[config.mk]
export PLATFORM = sky130hd
export DESIGN_NAME = rs_syndrome
export DESIGN_NICKNAME = d
export VERILOG_FILES = /design/src/rtl/rs_syndrome.sv
export SDC_FILE = /design/constraint.sdc
export NUM_CORES = 1
export LEC_CHECK = 0
export CAP_MARGIN = 20
export CORE_MARGIN = 1
export CORE_UTILIZATION = 58
export DETAILED_ROUTE_END_ITERATION = 12
export PLACE_DENSITY = 0.92
export SKIP_LAST_GASP = 1
export SYNTH_ARGS = -nofsm -noshare
export SYNTH_HDL_FRONTEND = slang
export SYNTH_SLANG_ARGS = --single-unit
[constraint.sdc]
create_clock -name clk -period 2.67 [get_ports clk]
set_input_delay 0.534 -clock clk [delete_from_list [all_inputs] [get_ports clk]]
set_output_delay 0.534 -clock clk [all_outputs]
set_load 0.02 [all_outputs]
[src/rtl/rs_syndrome.sv]
// RS(63,k) syndrome generator over GF(2^6) (x^6+x+1): Horner accumulation of S_1..S_NSYM.
// Optional macro RS_SYN_ZERO_SKIP_EN adds syn_skip and suppresses syn_vld for all-zero syndromes.
module rs_syndrome #(
    parameter int N    = 63,
    parameter int NSYM = 8
) (
    input  logic                 clk,
    input  logic                 rst_n,
    input  logic                 din_vld,
    input  logic [5:0]           din,
    input  logic                 sop,
    output logic                 busy,
    output logic                 syn_vld,
    output logic [6*NSYM-1:0]    syn_out,
    output logic                 syn_nz,
`ifdef RS_SYN_ZERO_SKIP_EN
    output logic                 syn_skip,
`endif
    output logic                 frm_err
);

    typedef enum logic [0:0] {S_IDLE = 1'b0, S_ACC = 1'b1} state_t;

    localparam logic [5:0] LP_LAST = 6'(N - 1);

    state_t              r_state;
    logic [5:0]          r_cnt;
    logic [6*NSYM-1:0]   r_acc;
    logic [6*NSYM-1:0]   r_syn_out;
    logic                r_syn_nz;
    logic                r_syn_vld;
    logic                r_frm_err;
`ifdef RS_SYN_ZERO_SKIP_EN
    logic                r_syn_skip;
`endif

    logic [6*NSYM-1:0]   w_next;
    logic [6*NSYM-1:0]   w_done;
    logic                w_done_nz;
    logic                w_last;
    logic                w_done_evt;

    // Constant multiply by alpha^p as a chain of xtime steps; unrolls to a pure XOR network.
    function automatic logic [5:0] f_mul_alpha_pow(input logic [5:0] x, input int p);
        logic [5:0] v;
        v = x;
        for (int k = 0; k < 16; k++) begin
            if (k < p) begin
                v = {v[4:0], 1'b0} ^ {4'b0000, v[5], v[5]};
            end
        end
        return v;
    endfunction

    for (genvar j = 1; j <= NSYM; j++) begin : g_horner
        assign w_next[6*j-1 -: 6] = f_mul_alpha_pow(r_acc[6*j-1 -: 6], j) ^ din;
    end

    assign w_last     = din_vld && !sop && (r_state == S_ACC) && (r_cnt == LP_LAST);
    assign w_done_evt = w_last || (din_vld && sop && (N == 1));

    // A single-symbol codeword completes on its sop symbol, so every S_j is that symbol.
    always_comb begin
        w_done = w_next;
        if (din_vld && sop) begin
            w_done = {NSYM{din}};
        end
        w_done_nz = |w_done;
    end

    always_ff @(posedge clk or negedge rst_n) begin
        if (!rst_n) begin
            r_state    <= S_IDLE;
            r_cnt      <= '0;
            r_acc      <= '0;
            r_syn_out  <= '0;
            r_syn_nz   <= 1'b0;
            r_syn_vld  <= 1'b0;
            r_frm_err  <= 1'b0;
`ifdef RS_SYN_ZERO_SKIP_EN
            r_syn_skip <= 1'b0;
`endif
        end else begin
            r_syn_vld <= 1'b0;
            r_frm_err <= 1'b0;
            if (din_vld) begin
                if (sop) begin
                    r_frm_err <= (r_state == S_ACC);
                    r_acc     <= {NSYM{din}};
                    r_cnt     <= 6'd1;
                    r_state   <= S_ACC;
                end else if (r_state == S_IDLE) begin
                    r_frm_err <= 1'b1;
                end else begin
                    r_acc <= w_next;
                    r_cnt <= r_cnt + 6'd1;
                end
            end
            // Completion overrides the accumulate/start updates above.
            if (w_done_evt) begin
                r_syn_out <= w_done;
                r_syn_nz  <= w_done_nz;
                r_acc     <= '0;
                r_cnt     <= '0;
                r_state   <= S_IDLE;
`ifdef RS_SYN_ZERO_SKIP_EN
                r_syn_vld  <= w_done_nz;
                r_syn_skip <= !w_done_nz;
`else
                r_syn_vld <= 1'b1;
`endif
            end
        end
    end

    assign busy    = (r_state == S_ACC);
    assign syn_vld = r_syn_vld;
    assign syn_out = r_syn_out;
    assign syn_nz  = r_syn_nz;
    assign frm_err = r_frm_err;
`ifdef RS_SYN_ZERO_SKIP_EN
    assign syn_skip = r_syn_skip;
`endif

endmodule

**After elaboration in Yosys (flattened, before gate mapping)**

Index checks and enable logic that the tools add are counted.
W data, S select, Z words.

- Bitwise gates (word level): 44
- $add $sub $neg: 1
- Muxes and demuxes: 16
- Eq/ne operators: 1
- Reduce and logical (&&, ||, !) cells: 11

Operator list:

| cell | count |
|---|---|
| $mux W48 | 5 |
| $xor A6 B2 Y6 | 36 |
| $reduce_or A48 Y1 | 1 |
| $xor A6 B6 Y6 | 8 |
| $mux W6 | 4 |
| $mux W1 | 7 |
| $add A6 B1 Y6 const B | 1 |
| $eq A6 B6 Y1 const B | 1 |
| $logic_and A1 B1 Y1 | 4 |
| $reduce_and A2 Y1 | 2 |
| $reduce_bool A2 Y1 | 2 |
| $reduce_bool A3 Y1 | 1 |
| $logic_not A1 Y1 | 1 |

- Input port bits: 10
- Output and inout port bits: 52
- Register bits: 106
- Logic and storage cells: 80

**Depth between registers and ports, before layout**

Gate-level depths: netlist of the first run.

- Word-level depth: 13
- Mapped depth: 12
- Depth with buffers taken out: 8

**Worst setup path after synthesis of the first run**

OpenSTA, ideal clock, no wires.

- Path type: input-to-reg
- From: in sop
- To: reg r_acc[35]
- Arrival: 2471 ps
- Required time: 2543 ps
- Path slack: 72 ps
- Library setup time: 127 ps
- Buffers on the path: 4
- Cell stages on the path: 12
- Path through: buf_2 > inv_1 > clkbuf_1 > ha_1 > nand2b_1 > clkbuf_1 > clkbuf_1 > nor2_1 > mux2i_1 > o22ai_1 > a222oi_1 > inv_1

- Cells in the longest elaborated chain, start to end: 6
- Elaborated cells on any way between the ends: 10
- Classes of those cells: mux: 3; reduce/logical: 7

Ends and longest elaborated chain:

| element | RTL line | RTL |
|---|---|---|
| start, declared | 11 | `input logic sop,` |
| $logic_not A1 Y1 | 59 | `assign w_last = din_vld && !sop && (r_state == S_ACC) && (r_cnt == LP_LAST);` |
| $logic_and A1 B1 Y1 (3 in series) | 59 |  |
| $reduce_bool A3 Y1 (no source line) or $reduce_bool A2 Y1 (tied branches) | -- |  |
| $reduce_and A2 Y1 (no source line) | -- |  |
| end signal, assigned | 89 | `r_acc <= {NSYM{din}};` |
| end signal, assigned | 95 | `r_acc <= w_next;` |
| end, declared | 28 | `logic [6*NSYM-1:0] r_acc;` |

Several ways; a longest one is shown, not always the timed one. The select of a mux whose other input is x is not followed.
A chain may end at the register's enable or synchronous reset.

**Worst setup path in the final report of the first run**

- From: in din_vld
- To: reg r_syn_nz, in the netlist syn_nz

- Cells in the longest elaborated chain, start to end: 3
- Elaborated cells on any way between the ends: 6
- Classes of those cells: mux: 1; reduce/logical: 5

Ends and longest elaborated chain:

| element | RTL line | RTL |
|---|---|---|
| start, declared | 9 | `input logic din_vld,` |
| $logic_and A1 B1 Y1, on equally long branches | 65, 59 |  |
| $mux W48 or $logic_and A1 B1 Y1 (tied branches) | 65, 59 |  |
| $reduce_or A48 Y1 or $logic_and A1 B1 Y1 (tied branches) | 68, 59 |  |
| end signal, assigned | 102 | `r_syn_nz <= w_done_nz;` |
| end, declared | 30 | `logic r_syn_nz;` |

Several ways; a longest one is shown, not always the timed one.

==> results of run 1 <==
==> routing by layer <==
layer / GRT usage [%] / vias up
met1: 44.9 / 3015
met4: 14.5 / 0
li1: - / 2816
met3: 5.91 / 66
met2: 55.2 / 376
met5: 0 / -
==> kinds of logic after synthesis <==
group / synth area share (%)
adder cells (fa/ha/maj): 0.575
XOR/XNOR: 11.3
multiplexers: 3.01
flip-flops: 40.6
buffers and inverters: 5.33
AND/OR/NAND/NOR: 18.1
AO/OA/AOI/OAI: 21.0
==> worst max-delay path by stage <==
stage / to / startpoint / slack, ps
floorplan: r_acc[35] / sop / 70
global placement: syn_nz / din[5] / -5
detailed placement: syn_nz / din_vld / -80
CTS: syn_nz / sop / 290
global route: syn_nz / sop / 170
finish: syn_nz / din_vld / 180
==> flip-flops by register name, indices dropped and copies added (netlist names) <==
signal	cells
syn_nz	1
frm_err	1
r_cnt	6
busy	1
syn_vld	1
r_acc	48
syn_out	48
==> power by group through the flow <==
stage	Clock (mW)	Combinational, mW	Sequential (mW)
2_1_floorplan	0	1.55	1.91
3_5_place_dp	0	1.95	2.18
4_1_cts	1.00	1.97	2.14
3_3_place_gp	0	1.88	2.15
6_report	0.998	2.02	2.16
5_1_grt	1.06	2.15	2.18
==> cell type report <==
class                   instances  area [um2]
fillers                       787        3180
clock buffers                   9         124
flip-flops and latches        106        2650
multi-input cells             585        3530
repair buffers                123        1140
clock inverters                 7        67.6
well taps                     140         175
inverters                       7        26.3
==> per-stage QoR <==
stage | power (mW) | hold WS, ps | cell area (um2) | utilization (%)
finish | 5.18 | 182 | 7710 | 70.8
global route | 5.40 | 265 | 7710 | 70.8
CTS | 5.11 | 223 | 7710 | 70.8
detailed placement | 4.13 | 466 | 7520 | 69.1
global placement | 4.03 | 450 | 7520 | 69.1
floorplan | 3.46 | 238 | 6530 | -
==> placed cells by master (no fill, tap or decap), types with 3 or more instances in the layout <==
master,synthesis,layout
nand2b_1,6,5
a22oi_1,41,41
nand4_1,5,5
and2_1,10,10
inv_8,0,3
dfrtp_1,106,106
xnor2_1,48,48
buf_4,2,58
buf_12,0,5
and3_1,4,4
o21ai_1,4,4
ha_1,3,3
nand3_1,9,9
clkbuf_8,0,9
or3_1,4,4
xor2_1,30,30
clkdlybuf4s50_1,0,60
a21oi_1,26,26
nand2_1,133,133
o21ai_0,115,115
mux2i_1,5,5
a221o_1,6,6
nor2b_1,6,6
a21o_1,3,3
nor3_1,25,25
inv_1,5,5
mux2_2,13,13
o31ai_1,10,10
nor2_1,36,36
o32a_1,4,4
nor3b_1,4,4
==> reports/metrics.cfg, run 1 <==
[timing]
worst_clock_skew_ps = 15.6
rsz0062_at_grt = no
hold_viol_final = 0
fin_crit_ps = 2490
timing.final.ws_setup_ps = 180
maxSlewHeadroom_pct = 47.0
tns_ps = 0
fmax_mhz = 402
finalSetupViolCount = 0
fin_crit_sh_pct = 93.3
slew_viol_final = 0
worst_pin_slew_ps = 789

[power_and_ir_drop]
p_seq_share_pct = 41.8
powerDensity_mw_per_mm2 = 671
p_switching_mw = 2.11
power_leakage_nw = 3.28
power.clock.fraction_pct = 19.3
p_int_mw = 3.07
comb_power_share_pct = 38.9
switching_share_pct = 40.8
vdd_drop_max_mv = 0.396

[critical_path]
critical_path.max_fanout = 5
cp-end-kind = flip-flop
worst_r2r_path_depth = 6
r2r_slack_ps = 400
cp.depth = 7
worstPathRequired_ps = 2950
crit_buf_inv = 1
crit_chain = clkdlybuf4s50_1 -> and2_1 -> nor2_1 -> xnor2_1 -> o221ai_1 -> or4_1 -> o32a_1
r2r_end = syn_nz
crit_family = simple AND/OR/NAND/NOR gates
cp_slowest_stage_delay_ps = 570
start_kind = primary input
rr_startpoint = r_acc[27]
cp_slowest_cell = clkdlybuf4s50_1
cp.arrival_ps = 2770
worstSetupPathType = in2reg

[clock_network]
root_buffer = clkbuf_8
post_cts_buffers = 0
cts-htree-levels = 3
cts.sinks = 106
clkLatencyLatePin_ps = 400
cts_tree = built
clock_path_buffers = 2
cts-resized-gates = 0
cts_buffers = 9
cts_hold_buf = 0
clk_pin_slew_worst_paths_ps = 110

[cells_and_area]
diodes = 0
drive_gt1_share_pct = 12.2
areaGrowthSynthToFinish_pct = 18.1
fin_cells = 977
nets = 845

[grt]
antenna_found_initial = 0
grt_first_pass_wirelength_um = 30200
overflow = 0
grt_pass1_vias = 5937
grt_usage_pct = 34.0
grt_max_degree = 73

[drt]
wl_met1_um = 7650
route.detailed.drc = 0
top_layer = met4
wl_per_cell_um = 19.4
drt_iter0_markers = 866
ant_nets = 0
vias = 6273
wl_met2_um = 8930
dr_wl_met3_um = 1670
drt_first_pass_iters = 6
drt-total-wl_um = 18900
vias_per_cell = 6.42

[logic_synthesis]
synth_top_area_share_pct = 40.6
syn_area_mm2 = 0.00653
synth.most_common_cell = nand2_1
synth_ff_type = dfrtp_1
synth-seq-area-share_pct = 40.6
synth_nets = 787
postSynthCellCount = 774
ys_seq_elements = 106
yosysUniqueCellTypes = 58
netlist_top_cells_count = nand2_1, o21ai_0, dfrtp_1
syn_area_per_cell_um2 = 8.44
ys.warnings.count = 0
synthArstFlopShare_pct = 100
synthTopCellsByArea = dfrtp_1, o21ai_0, nand2_1
synth_edf_count = 0
yosys.area.top_type = dfrtp_1

[die]
core-area_mm2 = 0.0109
rows = 38
die_area_mm2 = 0.0117
die_width_um = 108
die_h_um = 108
io_pins = 62
initial_core_util_pct = 60.0

[placed_design]
port_buffers = 61
place_ws_ps = -83.0
dp_hpwl_um = 14000
routabilityCongestion = 0.991
place_inst = 961

[min_path]
hp-class = in2async

[status]
outcome = completed

[job]
drv_cap = 0

No activity file was read; power rests on OpenSTA's default activity.
==> inputs of run 2 (changes only) <==
- PLACE_DENSITY: 0.92 -> 0.81
==> run 2 against run 1 <==
Compared with the run above: critical path depth decreased by 1; maximum frequency increased by 0.36%; non-clock buffer count decreased by 4; total power decreased by 0.45%; highest routed layer unchanged; setup slack improved by 8.9 ps; largest power group unchanged; clock skew about the same; register-to-register slack got worse by 210 ps; combinational power about the same.
==> reports/metrics.cfg, run 2 (synthesis results as in run 1) <==
[status]
outcome = completed

[drt]
drt-total-wl_um = 18400  ; -2.7%
drt_first_pass_iters = 6  ; unchanged
vias_per_cell = 6.25  ; -2.7%
route.detailed.drc = 0  ; unchanged
drt_iter0_markers = 743  ; -14%
vias = 6078  ; -3.1%
wl_per_cell_um = 18.9  ; -2.3%
ant_nets = 0  ; unchanged

[timing]
maxSlewHeadroom_pct = 54.4  ; +7.4 points
tns_ps = 0  ; unchanged
fin_crit_ps = 2480  ; -8.89 ps
timing.final.ws_setup_ps = 188  ; +8.89 ps
slew_viol_final = 0  ; unchanged
worst_pin_slew_ps = 679  ; -110 ps
worst_clock_skew_ps = 16.0  ; +0.414 ps
rsz0062_at_grt = no
hold_viol_final = 0  ; unchanged
fmax_mhz = 403  ; +0.36%
finalSetupViolCount = 0  ; unchanged
fin_crit_sh_pct = 92.9  ; -0.33 points

[critical_path]
cp-end-kind = flip-flop
cp.arrival_ps = 2770  ; about the same
worstSetupPathType = reg2reg
crit_chain = xnor2_1 -> a21oi_1 -> o32a_1 -> a2111oi_1 -> nand4_1 -> o32a_1
cp_common_cell = o32a_1
critical_path.max_fanout = 9  ; +4
cp_slowest_cell = xnor2_1
start_kind = flip-flop
crit_family = compound AO/OA/AOI/OAI gates
crit_buf_inv = 0  ; -1
worstPathRequired_ps = 2960  ; about the same
cp_slowest_stage_delay_ps = 540  ; -30 ps

[grt]
grtUsageMet1_pct = 49.1  ; +4.2 points
gr-usage-met2_pct = 50.8  ; -4.5 points
grt_busiest_layer = met2
grt_usage_pct = 33.7  ; -0.29 points
grt_max_degree = 81  ; +11%
met3_usage_pct = 4.88  ; -1.0 points
antenna_found_initial = 0  ; unchanged
grt_pass1_vias = 5572  ; -6.1%
overflow = 0  ; unchanged
grt_first_pass_wirelength_um = 29900  ; -1.0%

[clock_network]
post_cts_buffers = 0  ; unchanged
cts_hold_buf = 0  ; unchanged
clk_pin_slew_worst_paths_ps = 110  ; about the same
cts-htree-levels = 3  ; unchanged
clkLatencyLatePin_ps = 400  ; about the same
cts_tree = built
clock_path_buffers = 2  ; unchanged
cts_buffers = 9  ; unchanged
cts.sinks = 106  ; unchanged
root_buffer = clkbuf_8
cts-resized-gates = 0  ; unchanged

[placed_design]
place_ws_ps = -92.6  ; -9.62 ps
port_buffers = 61  ; unchanged
dp_hpwl_um = 13400  ; -4.2%
postPlaceCellArea_mm2 = 0.00752  ; about the same
routabilityCongestion = 0.949  ; -4.3%

[die]
die_area_mm2 = 0.0117  ; unchanged
initial_core_util_pct = 60.0  ; unchanged
core-area_mm2 = 0.0109  ; unchanged
die_h_um = 108  ; unchanged
io_pins = 62  ; unchanged
rows = 38  ; unchanged
die_width_um = 108  ; unchanged

[power_and_ir_drop]
power_leakage_nw = 3.27  ; -0.23%
vdd_drop_max_mv = 0.324  ; -18%
powerDensity_mw_per_mm2 = 668  ; -0.44%
report.power.total_mw = 5.15  ; -0.45%

[job]
drv_cap = 0  ; unchanged

[cells_and_area]
areaGrowthSynthToFinish_pct = 18.1  ; about the same
layout_commonest_cell = nand2_1
diodes = 0  ; unchanged
fin_util_pct = 70.8  ; about the same
final_cell_mix = nand2_1, o21ai_0, dfrtp_1
drive_gt1_share_pct = 11.8  ; -0.42 points
nets = 841  ; -0.47%
final_cell_area_mm2 = 0.00771  ; about the same

[min_path]
hp-class = in2async

==> run 2: cell count changes in the layout (fill, tap and decap cells not counted), sizes merged <==
cell	change
buf	-4
inv	-1
clkinvlp	-1
clkinv	+2
==> run 2: per-layer routing <==
metal	vias to the layer above	part of all wire, %	wire length [um]
li1	2806	-	-
met1	2912	42	7820
met2	320	45	8380
met3	40	9.9	1830
met4	0	2.2	399
met5	-	0	0
==> run 2: layout make-up <==
| type | instances | area [um2] |
|---|---|---|
| multi-input cells | 585 | 3530 |
| clock buffers | 9 | 124 |
| inverters | 7 | 26.3 |
| fillers | 853 | 3180 |
| repair buffers | 119 | 1130 |
| flip-flops and latches | 106 | 2650 |
| clock inverters | 7 | 71.3 |
| well taps | 140 | 175 |
==> run 2: worst paths after layout <==
path                        startpoint           to  slack [ps]  cells after the start
setup / recovery             r_acc[27]       syn_nz         190                      6
hold reg to reg            syn_out[25]  syn_out[25]         470                      2
hold / removal                   rst_n  syn_out[31]         110                      2
max in group asynchronous        rst_n    r_acc[44]        2060                      2
min in group clk           syn_out[25]  syn_out[25]         470                      2
setup reg to reg             r_acc[27]       syn_nz         190                      6
==> run 2: where the power goes <==
group	total [mW]	internal (mW)	switching, mW
Sequential	2.16	1.77	0.391
Clock	1.00	0.366	0.639
Combinational	1.99	0.942	1.05
==> run 2: metrics by stage <==
stage          std cells  hold slack, ps
2_1_floorplan        774             238
3_3_place_gp         957             452
6_report             973             113
3_5_place_dp         957             456
5_1_grt              973             146
4_1_cts              973             141
==> run 2: worst reg2reg max path, stage by stage, from the launching register on <==
cell and delay, ps:
dfrtp_1 510, xnor2_1 540, a21oi_1 130, o32a_1 230, a2111oi_1 460, nand4_1 150, o32a_1 350
